--- config.mk ---
export PLATFORM = sky130hd
export DESIGN_NAME = spi_periph_arbiter
export DESIGN_NICKNAME = d
export VERILOG_FILES = /design/src/rtl/spi_ctrl_pkg.sv /design/src/rtl/rr_arbiter.sv /design/src/rtl/spi_periph_arbiter.sv
export SDC_FILE = /design/constraint.sdc
export NUM_CORES = 1
export LEC_CHECK = 0
export ABC_AREA = 1
export CAP_MARGIN = 20
export CORE_MARGIN = 2
export CORE_UTILIZATION = 48
export DETAILED_ROUTE_END_ITERATION = 7
export PLACE_DENSITY = 0.82
export SKIP_LAST_GASP = 1
export SYNTH_ARGS = -nofsm -noshare
export SYNTH_HDL_FRONTEND = slang
export SYNTH_SLANG_ARGS = --single-unit
--- constraint.sdc ---
create_clock -name spi_clk_i -period 3.1 [get_ports spi_clk_i]
set_clock_uncertainty 0.15 [all_clocks]
set_input_delay 0.465 -clock spi_clk_i [delete_from_list [all_inputs] [get_ports spi_clk_i]]
set_output_delay 0.465 -clock spi_clk_i [all_outputs]
set_load 0.005 [all_outputs]
--- src/rtl/spi_ctrl_pkg.sv ---
// Shared encodings for the SPI peripheral arbiter: FSM states, status-word
// bit positions and the master's divider codes.
package spi_ctrl_pkg;

  typedef enum logic [2:0] {
    IDLE    = 3'd0,
    GRANT   = 3'd1,
    ARM     = 3'd2,
    ACK     = 3'd3,
    RUN     = 3'd4,
    RELEASE = 3'd5
  } state_t;

  localparam int OP_BIT  = 0;
  localparam int FBO_BIT = 1;
  localparam int DIV_LSB = 2;
  localparam int EN_BIT  = 5;

  localparam logic [2:0] DIV_1  = 3'b000;
  localparam logic [2:0] DIV_2  = 3'b001;
  localparam logic [2:0] DIV_4  = 3'b010;
  localparam logic [2:0] DIV_8  = 3'b011;
  localparam logic [2:0] DIV_16 = 3'b100;

endpackage

--- src/rtl/rr_arbiter.sv ---
// Combinational round-robin pick: first set request at or after ptr,
// wrapping to index 0. The caller owns and advances ptr.
module rr_arbiter #(
  parameter int NUM_REQ = 4,
  parameter int IDX_W   = $clog2(NUM_REQ)
) (
  input  logic [NUM_REQ-1:0] req,
  input  logic [IDX_W-1:0]   ptr,
  output logic [NUM_REQ-1:0] gnt,
  output logic [IDX_W-1:0]   idx,
  output logic               valid
);

  // Upper pass covers [ptr, NUM_REQ-1]; the lower pass only fires when that
  // range is empty, which yields the wrapped winner below ptr.
  always_comb begin
    gnt   = '0;
    idx   = '0;
    valid = 1'b0;
    for (int i = 0; i < NUM_REQ; i++) begin
      if (!valid && req[i] && (i >= int'(ptr))) begin
        valid  = 1'b1;
        idx    = IDX_W'(i);
        gnt[i] = 1'b1;
      end
    end
    for (int i = 0; i < NUM_REQ; i++) begin
      if (!valid && req[i]) begin
        valid  = 1'b1;
        idx    = IDX_W'(i);
        gnt[i] = 1'b1;
      end
    end
  end

endmodule

--- src/rtl/spi_periph_arbiter.sv ---
// Shares one spi_perifericos master among NUM_REQ requesters: round-robin
// grant, one 1-byte-out / 2-byte-in transaction per grant, stall watchdog.
//
// state   | meaning
// IDLE    | no owner; pick next requester from ptr
// GRANT   | owner latched, data/divider/fbo presented to master
// ARM     | raise operation bit
// ACK     | wait for master done flag to drop (send started)
// RUN     | wait for master done flag to rise, capture response
// RELEASE | operation low, done/err pulse, advance ptr
module spi_periph_arbiter
  import spi_ctrl_pkg::*;
#(
  parameter int DATA_WIDTH     = 8,
  parameter int NUM_REQ        = 4,
  parameter int TIMEOUT_CYCLES = 4096
) (
  input  logic                      spi_clk_i,
  input  logic                      spi_rst_i,
  input  logic [NUM_REQ-1:0]        req_i,
  input  logic [NUM_REQ*DATA_WIDTH-1:0] req_data_i,
  input  logic [NUM_REQ*4-1:0]      req_cfg_i,
  output logic [NUM_REQ-1:0]        grant_o,
  output logic [NUM_REQ-1:0]        done_o,
  output logic [NUM_REQ-1:0]        err_o,
  output logic [2*DATA_WIDTH-1:0]   rsp_data_o,
  output logic [5:0]                spi_statusreg_o,
  output logic [DATA_WIDTH-1:0]     spi_data_o,
  input  logic                      spi_doneflag_i,
  input  logic [2*DATA_WIDTH-1:0]   spi_rsp_i
);

  localparam int IDX_W = $clog2(NUM_REQ);
  localparam int WD_W  = $clog2(TIMEOUT_CYCLES);
  localparam logic [WD_W-1:0] WD_LOAD = WD_W'(TIMEOUT_CYCLES - 1);

  state_t                 state;
  logic [IDX_W-1:0]       ptr;
  logic [IDX_W-1:0]       idx;
  logic [WD_W-1:0]        wd;
  logic [NUM_REQ-1:0]     arb_gnt;
  logic [IDX_W-1:0]       arb_idx;
  logic                   arb_valid;
  logic [DATA_WIDTH-1:0]  sel_data;
  logic [3:0]             sel_cfg;

  rr_arbiter #(.NUM_REQ(NUM_REQ), .IDX_W(IDX_W)) u_rr (
    .req   (req_i),
    .ptr   (ptr),
    .gnt   (arb_gnt),
    .idx   (arb_idx),
    .valid (arb_valid)
  );

  always_comb begin
    sel_data = '0;
    sel_cfg  = '0;
    for (int k = 0; k < NUM_REQ; k++) begin
      if (arb_gnt[k]) begin
        sel_data = req_data_i[k*DATA_WIDTH +: DATA_WIDTH];
        sel_cfg  = req_cfg_i[k*4 +: 4];
      end
    end
  end

  // The latched byte and config live directly in the output registers, so
  // they stay frozen for the whole grant regardless of requester activity.
  always_ff @(posedge spi_clk_i) begin
    if (spi_rst_i) begin
      state           <= IDLE;
      ptr             <= '0;
      idx             <= '0;
      wd              <= '0;
      grant_o         <= '0;
      done_o          <= '0;
      err_o           <= '0;
      rsp_data_o      <= '0;
      spi_statusreg_o <= '0;
      spi_data_o      <= '0;
    end else begin
      done_o                  <= '0;
      err_o                   <= '0;
      spi_statusreg_o[EN_BIT] <= 1'b1;
      case (state)
        IDLE: begin
          if (arb_valid) begin
            idx                            <= arb_idx;
            grant_o                        <= arb_gnt;
            spi_data_o                     <= sel_data;
            spi_statusreg_o[DIV_LSB +: 3]  <= sel_cfg[3:1];
            spi_statusreg_o[FBO_BIT]       <= sel_cfg[0];
            state                          <= GRANT;
          end
        end
        GRANT: state <= ARM;
        ARM: begin
          spi_statusreg_o[OP_BIT] <= 1'b1;
          wd                      <= WD_LOAD;
          state                   <= ACK;
        end
        ACK: begin
          if (!spi_doneflag_i) begin
            wd    <= WD_LOAD;
            state <= RUN;
          end else if (wd == '0) begin
            spi_statusreg_o[OP_BIT] <= 1'b0;
            err_o                   <= grant_o;
            grant_o                 <= '0;
            state                   <= RELEASE;
          end else begin
            wd <= wd - 1'b1;
          end
        end
        RUN: begin
          if (spi_doneflag_i) begin
            rsp_data_o              <= spi_rsp_i;
            spi_statusreg_o[OP_BIT] <= 1'b0;
            done_o                  <= grant_o;
            grant_o                 <= '0;
            state                   <= RELEASE;
          end else if (wd == '0) begin
            spi_statusreg_o[OP_BIT] <= 1'b0;
            err_o                   <= grant_o;
            grant_o                 <= '0;
            state                   <= RELEASE;
          end else begin
            wd <= wd - 1'b1;
          end
        end
        RELEASE: begin
          ptr   <= (idx == IDX_W'(NUM_REQ - 1)) ? '0 : idx + 1'b1;
          state <= IDLE;
        end
        default: state <= IDLE;
      endcase
    end
  end

endmodule

==> run summary, run 1 <==
Outcome: completed
Seq pwr share: 0.401
Layout area overhead: 43.78%
Async SR Flop Fraction: 0
Buffers on Ports: 112
Mapped Cells: 434
Syn Area/Cell: 7.066 µm²
Arrival time worst endpoint: 2.22 ns
Switching Share: 0.2941
Synth top area share: 0.3982
Post-CTS Hold Buffers: 0
R2R depth: 8
Rel. slew slack: 0.6123
Final setup viols: 0
Post-DR wirelength/cell: 13.97 µm
Area leader, netlist: dfxtp_1
CTS Root Cell: clkbuf_8
Critical path class: primary input to flop
Reg clk slew, reported paths: 0.08 ns
GP Congestion: 0.8825
Logic gate share of total power: 0.234
Crit. End Element: flop
Antenna-violating nets left: 0
Worst slew pin tran: 0.5809 ns
Max-cap violation count: 0
H-tree depth: 3
Fill cell count: 514
Crit start category: primary input
Post-DP HPWL: 6157 µm
Diode count: 0
P_leak: 1.886 nW
Critical R2R Launch: state[1]
Maximum VDD drop: 310.5 µV
Post-synth cell types: 35
Post-CTS Setup Inserts: 0
Critical-path cell with the highest stage delay: clkdlybuf4s50_1
Crit path largest cell delay: 0.44 ns
PD cells: 500.2 nW/µm²
Flops & latches, synth: 61
Hold path startpoint: rsp_data_o[1]
Row Count: 29
Share of cells above drive strength 1: 0.1046
EDFF count, synth: 0
Top FF cell, synth: dfxtp_1
Die footprint: 7044 µm²
Final period utilization: 0.6962
Post-Syn Area: 3067 µm²
Initial Util: 0.4885
Die X: 83.93 µm
Starting DRT DRC Count: 228
NumNets Final: 613
Area contributors post-synth: dfxtp_1, nand2_1, nand3_1, a21oi_1, inv_1
Io pins: 113
Syn nets: 507
Minimum clock period: 2.158 ns
CTS Sinks: 61
Commonest non-fill, non-tap cells in the layout: nand2_1, clkdlybuf4s50_1, dfxtp_1
Commonest non-fill, non-tap cell in the layout: nand2_1
Die Ht: 83.93 µm
Buf/Inv on CP: 2
Number of antenna violations at the first check in global routing: 0
Critical Path RT: 3.16 ns
Detailed-route via count: 3287
Total grt overflow: 0
GR Util All Layers: 0.2556
Hold Crit Depth: 2
Fmax: 463.3 MHz
Clock Tree Buf Depth: 2
Seq/Total Area, Yosys: 0.3982
Largest net degree at the start of global routing: 43
HP Class: flop to flop
Pint: 0.001557 W
Final Util: 0.7024
Vias in the first global route: 3238
CTS tree: yes
P_sw: 0.0006485 W
FF-to-FF End: state[0]
DRT Wirelength: 8690 µm
Crit-path max FO: 26
CP cell instances: clkdlybuf4s50_1 -> nand2_1 -> nand2_2 -> inv_2 -> nand3_2 -> o211ai_1 -> o21bai_1 -> a21oi_2
Yosys warns: 0
Hold path endpoint: rsp_data_o[1]
First-pass GRT wire length: 14530 µm
Design Power: 0.002205 W
Clock share of power: 0.365
Top delay family on crit path: simple AND/OR/NAND/NOR gates
Final slew viol count: 0
CTS buffer count: 9
Unrepaired setup endpoints after global routing: no
CORE AREA: 6277 µm²
Post-route DRC: 0
TritonRoute pass-1 iters: 5
Insertion delay to the later sink of the worst-skew pair: 0.34 ns
R2R Setup Slk: 1.09 ns
Post-CTS resize count: 0
Vias/cell: 5.285
Final Hold Fails: 0
Setup TNS: 0 ns
## cells in the mapped netlist, types with 6 or more instances
library cell,n
o21bai_1,12
a21oi_2,7
nor3_1,8
inv_1,30
nor2_1,23
o211ai_1,12
nand2_1,133
nand3_1,38
a21oi_1,32
clkbuf_1,7
inv_2,11
o21ai_0,6
buf_2,6
dfxtp_1,61
nand2_2,10
## final cells by class
type	instances	area (µm²)	area share
clock buffer	10	137.6	0.03121
clock inverter	6	86.33	0.01958
inverter	41	153.9	0.03490
multi-input combinational	312	1575	0.3573
sequential	61	1221	0.2770
tap	77	96.34	0.02185
timing repair buffer	115	1139	0.2582
## through the flow
stage          setup WS, ns  hold slack (ns)  cells  instance area [µm²]
2_1_floorplan         1.439           0.2872    434                 3067
3_5_place_dp         0.6071           0.3038    606                 4185
6_report             0.9417           0.3151    622                 4409
5_1_grt              0.7395           0.3334    622                 4409
4_1_cts              0.9689           0.3170    622                 4409
3_3_place_gp         0.7059           0.2970    606                 4185
## power by group through the flow
stage | clock [W] | sequential (W) | combinational [W]
final | 0.000805 | 0.000884 | 0.000516
after global routing | 0.000852 | 0.000892 | 0.000577
after CTS | 0.000815 | 0.000883 | 0.000513
after detailed placement | 0 | 0.000900 | 0.000505
after global placement | 0 | 0.000899 | 0.000492
after floorplan | 0 | 0.000894 | 0.000317
## cell families (layout without fill, tap and decap cells)
family / after synthesis / after routing / synth area share
adder cells (fa/ha/maj): 2 / 2 / 0.008159
XOR/XNOR: 3 / 3 / 0.008569
buffers and inverters: 61 / 172 / 0.08813
AO/OA/AOI/OAI: 81 / 81 / 0.1652
AND/OR/NAND/NOR: 226 / 226 / 0.3317
flip-flops: 61 / 61 / 0.3982
## worst max-delay path by stage
stage	cells after the start	startpoint	slack, ns	end
after global routing	8	req_i[0]	0.74	spi_data_o[6]
after floorplan	8	req_i[0]	1.44	spi_data_o[1]
after global placement	8	req_i[0]	0.71	spi_data_o[2]
after detailed placement	8	req_i[0]	0.61	spi_data_o[2]
final	8	req_i[0]	0.94	spi_data_o[2]
after CTS	8	req_i[0]	0.97	spi_statusreg_o[3]
## tightest hold or removal path, delay by kind of cell, from the launching register on
| family | cells | cell delay, ns |
|---|---|---|
| and+or+nand+nor | 1 | 0.06 |
| DFF | 1 | 0.31 |
| AOI/OAI and AO/OA | 1 | 0.05 |
## state kept, by name (all words and copies together) (netlist names)
name             count
done_o               4
err_o                4
grant_o              4
idx                  2
ptr                  2
rsp_data_o          16
spi_data_o           8
spi_statusreg_o      6
state                3
wd                  12
## routing by layer
| layer | global-route usage | wire length [µm] | up-vias |
|---|---|---|---|
| li1 | - | - | 1638 |
| met1 | 0.2888 | 3437 | 1473 |
| met2 | 0.4298 | 4129 | 150 |
| met3 | 0.08803 | 837 | 26 |
| met4 | 0.1232 | 285 | 0 |
| met5 | 0 | 0 | - |
No activity file was read; power rests on OpenSTA's default activity.
==> inputs of run 2 (changes only) <==
CORE_UTILIZATION = 40   (was 48)
PLACE_DENSITY = 0.72   (was 0.82)
clock period = 1.9 ns   (was 3.1 ns; I/O delays follow)
==> run 2 against run 1 <==
Routed wire length is 1.6% lower. Core utilization is 6.8 points lower. Global-route usage is 4.5 points lower. Die area is 19% higher. Combinational power is 81% higher. Highest routed layer unchanged.
==> run summary, run 2 (synthesis gave the netlist of run 1 again) <==
Post-route DRC: 0 (unchanged)
Pint: 0.002478 W (+59%)
Minimum clock period: 1.793 ns
Largest reg by FF count: rsp_data_o
DRT Wirelength: 8551 µm (-1.6%)
Setup crit start: wd[0]
Buf/Inv on CP: 5 (+3)
First-pass GRT wire length: 14210 µm (-2.2%)
Layout area overhead: 51.65%
Post-CTS Hold Buffers: 0 (unchanged)
R2R Setup Slk: 0.11 ns (-0.98 ns)
Insertion delay to the later sink of the worst-skew pair: 0.34 ns (about the same)
CP cell instances: inv_1 -> ha_2 -> inv_1 -> nor2_2 -> nand2_1 -> inv_2 -> nand2_4 -> nand2_8 -> buf_4 -> o21ai_1 -> nand2_1 -> o21ai_1 -> inv_1
NumNets Final: 638 (+4.1%)
Maximum VDD drop: 430.6 µV (+39%)
Antenna-violating nets left: 0 (unchanged)
Reg clk slew, reported paths: 0.07 ns (about the same)
TritonRoute pass-1 iters: 4 (-1)
Rel. slew slack: 0.7144 (+0.1021)
GP Congestion: 0.8565 (-2.9%)
Final Util: 0.6344 (-0.06800)
Inst Count DP: 649 (+7.1%)
Largest net degree at the start of global routing: 35 (-19%)
Clock share of power: 0.323 (-0.042)
P_leak: 2.009 nW (+6.5%)
Fin cells: 669 (+7.6%)
Crit. End Element: flop
Diode count: 0 (unchanged)
CORE AREA: 7331 µm² (+17%)
Commonest non-fill, non-tap cells in the layout: nand2_1, clkdlybuf4s50_1, dfxtp_1
CP dominant cell by count: inv_1
Number of antenna violations at the first check in global routing: 0 (unchanged)
Area of the multi-input gates: 1603 µm² (+1.7%)
Vias in the first global route: 3127 (-3.4%)
Final setup viols: 0 (unchanged)
Io pins: 113 (unchanged)
Die footprint: 8383 µm² (+19%)
Final period utilization: 0.9437
Fill cell count: 651 (+27%)
Initial Util: 0.4183 (-0.07021)
Fin area: 4651 µm² (+5.5%)
Share of cells above drive strength 1: 0.1491 (+0.04454)
CTS Root Cell: clkbuf_8
Critical R2R Launch: wd[0]
Setup WS pre-CTS: -0.1502 ns (-0.7573 ns)
HP Class: primary input to flop
Critical path class: flop to flop
FF-to-FF End: wd[3]
Starting DRT DRC Count: 148 (-35%)
Total grt overflow: 0 (unchanged)
CTS Sinks: 61 (unchanged)
Critical-path cell with the highest stage delay: dfxtp_2
Post-DP HPWL: 6242 µm (+1.4%)
Fmax: 557.7 MHz
Buffers on Ports: 112 (unchanged)
CP Depth: 13 (+5)
Regs by FF count: rsp_data_o: 16 flops, wd: 12 flops, spi_data_o: 8 flops
Switching Share: 0.2944 (+0.0003614)
Top delay family on crit path: simple AND/OR/NAND/NOR gates
Outcome: completed
Design Power: 0.003512 W (+59%)
Die X: 91.56 µm (+9.1%)
PD cells: 755.1 nW/µm² (+51%)
Row Count: 31 (+6.9%)
Placed cell area: 4395 µm² (+5.0%)
Largest register FFs: 16 (unchanged)
CTS buffer count: 9 (unchanged)
GR Util All Layers: 0.2104 (-0.04518)
Crit path largest cell delay: 0.34 ns (-0.10 ns)
Detailed-route via count: 3319 (+0.97%)
Arrival time worst endpoint: 1.88 ns (-0.34 ns)
Final Hold Fails: 0 (unchanged)
Final slew viol count: 0 (unchanged)
Crit start category: flop
CTS tree: yes
Crit-path max FO: 8 (-69%)
Critical Path RT: 1.99 ns (-1.17 ns)
Worst slew pin tran: 0.4251 ns (-0.1557 ns)
Clock Tree Buf Depth: 2 (unchanged)
Crit path capture: wd[3]
Seq pwr share: 0.411 (+0.010)
Fin worst setup slack: 0.1070 ns (-0.8347 ns)
Logic gate share of total power: 0.266 (+0.032)
Commonest non-fill, non-tap cell in the layout: nand2_1
Die Ht: 91.56 µm (+9.1%)
R2R depth: 13 (+5)
Vias/cell: 4.961 (-6.1%)
Max-cap violation count: 0 (unchanged)
H-tree depth: 3 (unchanged)
Post-DR wirelength/cell: 12.78 µm (-8.5%)
P_sw: 0.001034 W (+59%)
Register area: 1224 µm² (+0.20%)
-- run 2: cell type report --
class | count | share of cell area
repair buffers | 140 | 0.2906
clock inverters | 4 | 0.01022
inverters | 41 | 0.03363
multi-input cells | 312 | 0.3446
clock buffers | 12 | 0.03121
flip-flops and latches | 61 | 0.2631
well taps | 99 | 0.02663
-- run 2: power by group through the flow --
stage                     Sequential [W]  Clock [W]  Combinational [W]
after CTS                        0.00144    0.00116           0.000885
final                            0.00144    0.00113           0.000934
after floorplan                  0.00146          0           0.000518
after global routing             0.00146    0.00122            0.00104
after global placement           0.00147          0           0.000861
after detailed placement         0.00147          0           0.000880
-- run 2: metal layers --
metal | vias to the layer above | share of wire | global-route usage
met4 | 0 | 0.019 | 0.06439
met3 | 16 | 0.093 | 0.1029
met1 | 1505 | 0.41 | 0.2414
met5 | - | 0 | 0
met2 | 111 | 0.48 | 0.3438
li1 | 1687 | - | -
-- run 2: how the worst min path moves through the flow --
stage / cells after the start / from / to / slack (ns)
after floorplan: 2 / ptr[0] / ptr[0] / 0.29
after global placement: 2 / rsp_data_o[15] / rsp_data_o[15] / 0.30
after detailed placement: 2 / spi_statusreg_o[1] / spi_statusreg_o[1] / 0.30
after CTS: 2 / spi_rst_i / wd[6] / 0.09
after global routing: 2 / spi_rst_i / wd[2] / 0.13
final: 2 / spi_rst_i / wd[6] / 0.10
-- run 2: timing repair --
action / CTS / global route
gates resized for setup: 0 / 9
endpoints found under the setup margin: 0 / 18
setup buffers: 0 / 4
-- run 2: stage by stage --
step                hold slack [ns]  setup TNS, ns
floorplan                    0.2872              0
global placement             0.2971        -0.9877
detailed placement           0.3035         -1.470
CTS                         0.08827              0
global route                 0.1268       -0.05496
finish                       0.1039              0
==> inputs of run 3 (changes only) <==
ABC_AREA = default   (was 1)
CORE_MARGIN = 4   (was 2)
CORE_UTILIZATION = 39   (was 40)
==> run 3 against run 2 <==
Design area rose by 1.6%. Critical path depth fell by 8. Via count down 5.8%. Total power increased by 7.9%. Maximum frequency shrank 5.1%. Count of clock-buffer cells in the layout did not move. Hold slack gained 0.20 ns. Register-to-register slack got worse by 0.096 ns. Flip-flop and latch count stayed put. Largest cell class is now non-clock buffers. Core utilization rose by 5.4 points. Clock power grew 15%.
==> run summary, run 3 <==
Outcome: completed
Crit start category: flop
Met1 GRT Util: 0.2525 (+0.01114)
HP Class: flop to flop
PD cells: 801.8 nW/µm² (+6.2%)
Largest net degree at the start of global routing: 42 (+20%)
Critical path class: flop to flop
GP Congestion: 0.8133 (-5.0%)
Register area: 1227 µm² (+0.31%)
GR Util met3: 0.05605 (-0.04685)
Total grt overflow: 0 (unchanged)
Row Count: 30 (-3.2%)
CTS buffer count: 9 (unchanged)
H-tree depth: 3 (unchanged)
Regs by FF count: rsp_data_o: 16 flops, wd: 12 flops, spi_data_o: 8 flops
Post-route DRC: 0 (unchanged)
Design Power: 0.003789 W (+7.9%)
Number of antenna violations at the first check in global routing: 0 (unchanged)
Setup crit start: state[0]
Diode count: 0 (unchanged)
Largest register FFs: 16 (unchanged)
Clock Tree Buf Depth: 2 (unchanged)
Layout area overhead: 69.52%
CORE AREA: 6869 µm² (-6.3%)
Max-cap violation count: 0 (unchanged)
Synth top area share: 0.4381 (+0.03986)
Placed cell area: 4298 µm² (-2.2%)
P_leak: 1.830 nW (-8.9%)
Unrepaired setup endpoints after global routing: yes
Final Hold Fails: 0 (unchanged)
Die footprint: 8565 µm² (+2.2%)
Fin cells: 599 (-10%)
Hold Worst Slack: 0.3003 ns (+0.1963 ns)
Minimum clock period: 1.889 ns (+0.09639 ns)
Die X: 92.55 µm (+1.1%)
Final setup viols: 0 (unchanged)
Post-Syn Area: 2788 µm² (-9.1%)
Starting DRT DRC Count: 115 (-22%)
Commonest cells post-synth: dfxtp_1, nand2_1, o21ai_0
CTS tree: yes
R2R depth: 5 (-8)
Crit. End Element: flop
Post-DP HPWL: 6376 µm (+2.1%)
R2R Setup Slk: 0.01 ns (-0.10 ns)
Fin area: 4726 µm² (+1.6%)
Inst Count DP: 575 (-11%)
Top-count cell post-synth: dfxtp_1
First-pass GRT wire length: 14170 µm (-0.30%)
GR Util All Layers: 0.2071 (-0.003279)
Critical R2R Launch: state[0]
CTS Root Cell: clkbuf_8
Mapped Cells: 345 (-21%)
Setup WS pre-CTS: -0.7936 ns (-0.6434 ns)
Maximum VDD drop: 412.8 µV (-4.1%)
Vias in the first global route: 2934 (-6.2%)
NumNets Final: 571 (-11%)
Commonest non-fill, non-tap cells in the layout: clkdlybuf4s50_1, dfxtp_1, nand2_1
Antenna-violating nets left: 0 (unchanged)
Initial Util: 0.4058 (-0.01250)
DRT Wirelength: 8859 µm (+3.6%)
TritonRoute pass-1 iters: 5 (+1)
Reg clk slew, reported paths: 0.07 ns (about the same)
Worst slew pin tran: 0.4689 ns (+0.04372 ns)
Area contributors post-synth: dfxtp_1, nand2_1, o21ai_0, a21oi_1, a221oi_1
Detailed-route via count: 3125 (-5.8%)
Arrival time worst endpoint: 2.00 ns (+0.12 ns)
Crit path capture: wd[11]
Critical Path RT: 2.01 ns (+0.02 ns)
Async SR Flop Fraction: 0 (unchanged)
Area leader, netlist: dfxtp_1
Fill cell count: 565 (-13%)
Yosys warns: 0 (unchanged)
Io pins: 113 (unchanged)
Syn nets: 418 (-18%)
Vias/cell: 5.217 (+5.2%)
Rel. slew slack: 0.6850 (-0.02937)
GR peak layer: met2
Die Ht: 92.55 µm (+1.1%)
Largest reg by FF count: rsp_data_o
Share of cells above drive strength 1: 0.1988 (+0.04968)
Fmax: 529.3 MHz (-5.1%)
Final slew viol count: 0 (unchanged)
FF-to-FF End: wd[11]
Top FF cell, synth: dfxtp_1
Seq/Total Area, Yosys: 0.4381 (+0.03986)
Flops & latches, synth: 61 (unchanged)
Syn Area/Cell: 8.080 µm² (+14%)
Final period utilization: 0.9944 (+0.05073)
Insertion delay to the later sink of the worst-skew pair: 0.33 ns (about the same)
Area of the multi-input gates: 1539 µm² (-4.0%)
Buffers on Ports: 112 (unchanged)
Commonest non-fill, non-tap cell in the layout: clkdlybuf4s50_1
Met2 Track Usage GR: 0.3468 (+0.003078)
CTS Sinks: 61 (unchanged)
Post-synth cell types: 52 (+49%)
Post-DR wirelength/cell: 14.79 µm (+16%)
EDFF count, synth: 0 (unchanged)
Fin worst setup slack: 0.01060 ns (-0.09639 ns)
Crit-path max FO: 3 (-5)
## run 3: cell count changes after synthesis, sizes merged, moves of 12 or more
cell,delta
nand3,-32
nand2,-90
o21ai,+23
o22ai,+12
inv,-23
o21bai,-12
clkbuf,+14
## run 3: worst max-delay path, cell delays in order, from the launching register on
cell and delay, ns:
dfxtp_2 0.32, or4b_4 0.53, nand2_4 0.10, nand4_4 0.10, or4b_1 0.49, a31oi_1 0.13
## run 3: layout make-up
| type | instances | share of cell area |
|---|---|---|
| clock buffer | 12 | 0.03283 |
| inverter | 18 | 0.01430 |
| sequential | 61 | 0.2597 |
| multi-input combinational | 243 | 0.3257 |
| clock inverter | 4 | 0.01483 |
| timing repair buffer | 165 | 0.3272 |
| tap | 96 | 0.02542 |
## run 3: worst min path at each step
stage | from | to | slack, ns | cells past startpoint
2_1_floorplan | spi_rst_i | spi_statusreg_o[5] | 0.24 | 1
3_3_place_gp | spi_data_o[3] | spi_data_o[3] | 0.28 | 2
3_5_place_dp | spi_statusreg_o[2] | spi_statusreg_o[2] | 0.29 | 2
4_1_cts | rsp_data_o[13] | rsp_data_o[13] | 0.31 | 2
5_1_grt | rsp_data_o[6] | rsp_data_o[6] | 0.33 | 2
6_report | spi_statusreg_o[2] | spi_statusreg_o[2] | 0.30 | 2
## run 3: metrics by stage
stage          TNS [ns]  utilization
6_report              0       0.6880
2_1_floorplan  -0.06454            -
3_3_place_gp     -15.46       0.6257
3_5_place_dp     -16.79       0.6257
5_1_grt         -0.3232       0.6880
4_1_cts        -0.03720       0.6718
## run 3: repair_timing
action                     CTS  global route
gates cloned                 1             1
pin swaps                    7             9
hold buffers                 0             0
setup buffers                3             3
resized for setup           13            22
setup endpoints to repair   21            33
## run 3: layer usage
layer	wire length [µm]	part of all wire	up-vias
met2	4422	0.50	94
met1	3742	0.42	1461
met5	0	0	-
li1	-	-	1555
met4	172	0.019	0
met3	521	0.059	15
## run 3: cells by family (layout without fill, tap and decap cells)
group	after synthesis	after routing	synth area share
and+or+nand+nor	123	123	0.2262
AOI/OAI and AO/OA	110	111	0.2428
DFF	61	61	0.4381
muxes	2	2	0.007182
adders and majority gates	2	2	0.008975
buffers and inverters	42	199	0.06104
xor gates and xnor gates	5	5	0.01571
## run 3: power breakdown
| part | internal, W | switching, W |
|---|---|---|
| clock network | 0.000806 | 0.000491 |
| logic | 0.000579 | 0.000449 |
| registers | 0.00138 | 0.0000813 |
| total | 0.00277 | 0.00102 |
==> edit (settings of run 3) <==
Reset style: asynchronous (`spi_rst_i`), changed in one clocked block.
--- a/src/rtl/spi_periph_arbiter.sv
+++ b/src/rtl/spi_periph_arbiter.sv
@@ -65,7 +65,7 @@
 
   // The latched byte and config live directly in the output registers, so
   // they stay frozen for the whole grant regardless of requester activity.
-  always_ff @(posedge spi_clk_i) begin
+  always_ff @(posedge spi_clk_i or posedge spi_rst_i) begin
     if (spi_rst_i) begin
       state           <= IDLE;
       ptr             <= '0;
Formal check against the unedited RTL: differs if spi_rst_i is asserted again (counterexample within 4 cycles, from zero or initial values and one cycle with spi_rst_i high); with spi_rst_i held inactive, the same outputs for 10 cycles.
==> edit against run 3 <==
Utilization decreased by 5.4 points. Sequential cell count stayed put. Global-route usage down 2.9 points. Worst setup slack better by 48 ps. Synthesized cell count down 3.8%. Wire length is 1.4% lower. Critical path type unchanged. Non-clock buffer count decreased by 12. First-iteration DRC count increased by 6.1%. Design area grew 5.3%. Synthesized area grew 14%. Final cell count shrank 3.0%. Via count down 5.1%.
Power is not compared: it rests on default switching activity, and its combinational part moved more than twofold at a synthesized area within 25%.
==> edit: results (changes against run 3) <==
layout:
  drive_gt1_share_pct: 19.0  # was 19.9%
  layout.nets: 547  # was 571
  largestRegisters: "rsp_data_o x16, wd x12, spi_data_o x8"  # unchanged
logic_synthesis:
  synth_nets: 405  # was 418
  avgSynthCellArea_sq_um: 9.58  # was 8.08 sq um
  synth_common_cells: "dfrtp_1, nor2_1, a21oi_1"  # was dfxtp_1, nand2_1, o21ai_0
  synthTopCellsByArea: "dfrtp_1, mux2_2, a21oi_1"  # was dfxtp_1, nand2_1, o21ai_0
  ys_seq_area_share_pct: 48.0  # was 43.8%
  yosys.cell_types.count: 53  # was 52
  yosysWarnings: 0  # unchanged
  ys.flop_type: "dfrtp_1"  # was dfxtp_1
  ys_async_sr_fraction_pct: 100  # was 0%
critical_path:
  crit_fanout: 4  # was 3
  arrival_ps: 1910  # was 2000 ps
detailed_routing:
  drtIter0Drc: 122  # was 115
  firstDrtPassIters: 4  # was 5
  drt-wirelength-per-cell_um: 15.0  # was 14.8 um
  vias: 2965  # was 3125
  via_per_inst: 5.10  # was 5.22
clock_tree:
  htree_levels: 3  # unchanged
  clk_pin_slew_ps: 70  # about the same
  cts_post_setup_buffers_inserted: 0  # was 3
  root_buffer: "clkbuf_8"  # unchanged
  cts_resized: 1  # was 13
grt:
  grt_max_degree: 22  # was 42
  grt_usage_pct: 17.8  # was 20.7%
  grt_pass1_wl_mm: 14.0  # was 14.2 mm
  grt_pass1_vias: 2972  # was 2934
place:
  globalplace.congestion: 0.821  # was 0.813
  place_ws_ps: -310  # was -794 ps
  place_area_sq_um: 4680  # was 4300 sq um
  hpwl_mm: 6.53  # was 6.38 mm
  dp.cells: 562  # was 575
pwr:
  p_sw_share_pct: 33.0
  p_leak_nw: 2.18
run_status:
  status: "finished, final reports clean"  # unchanged
min_path:
  hold_class: "input pin to async pin"  # was flop to flop
edit: kinds of logic after synthesis:
logic type | count (synthesis) | share of synthesized area [%]
compound gates | 83 | 16.9
xor+xnor | 6 | 1.65
flops | 61 | 48.0
other cells | 1 | 0.118
mux | 18 | 6.33
fa+ha+maj | 2 | 0.787
buf+inv | 46 | 6.25
simple gates | 115 | 19.9
edit: final cells by class:
type / count / area (sq um)
clock buffer: 13 / 169
fill: 680 / 2870
tap: 102 / 128
clock inverter: 3 / 42.5
sequential: 61 / 1530
multi-input combinational: 225 / 1510
timing repair buffer: 153 / 1510
inverter: 24 / 93.8
edit: power groups by stage:
| stage | combinational [mW] | sequential [mW] | clock (mW) |
|---|---|---|---|
| floorplan | 1.42 | 2.03 | 0 |
| global placement | 2.77 | 2.06 | 0 |
| detailed placement | 2.84 | 2.08 | 0 |
| CTS | 2.87 | 2.06 | 1.22 |
| global route | 3.17 | 2.13 | 1.28 |
| finish | 2.89 | 2.07 | 1.20 |
edit: metal layers:
metal  track usage [%]  vias up  wire (um)
li1                  -     1432          -
met1              23.0     1410       3750
met2              29.7      103       4330
met3              3.50       20        438
met4              6.41        0        213
met5                 0        -          0
edit: path summary, 6_finish.rpt:
kind                                    start             to  slack, ps  depth (start not counted)
worst max-delay path                    wd[1]          wd[5]         60                          8
worst min-delay path                spi_rst_i       err_o[3]        190                          2
worst max register to register          wd[1]          wd[5]         60                          8
max in group asynchronous           spi_rst_i  rsp_data_o[8]        920                          3
min in group spi_clk_i          rsp_data_o[8]  rsp_data_o[8]        350                          1
worst min register to register  rsp_data_o[8]  rsp_data_o[8]        350                          1
edit: worst max-delay path, cell delays in order, from the launching register on:
cell and delay, ps:
dfrtp_1 390, inv_1 70, ha_2 180, nor4b_4 250, nand3_2 170, buf_4 190, nand4_1 100, xor2_1 160
nand2_1 70
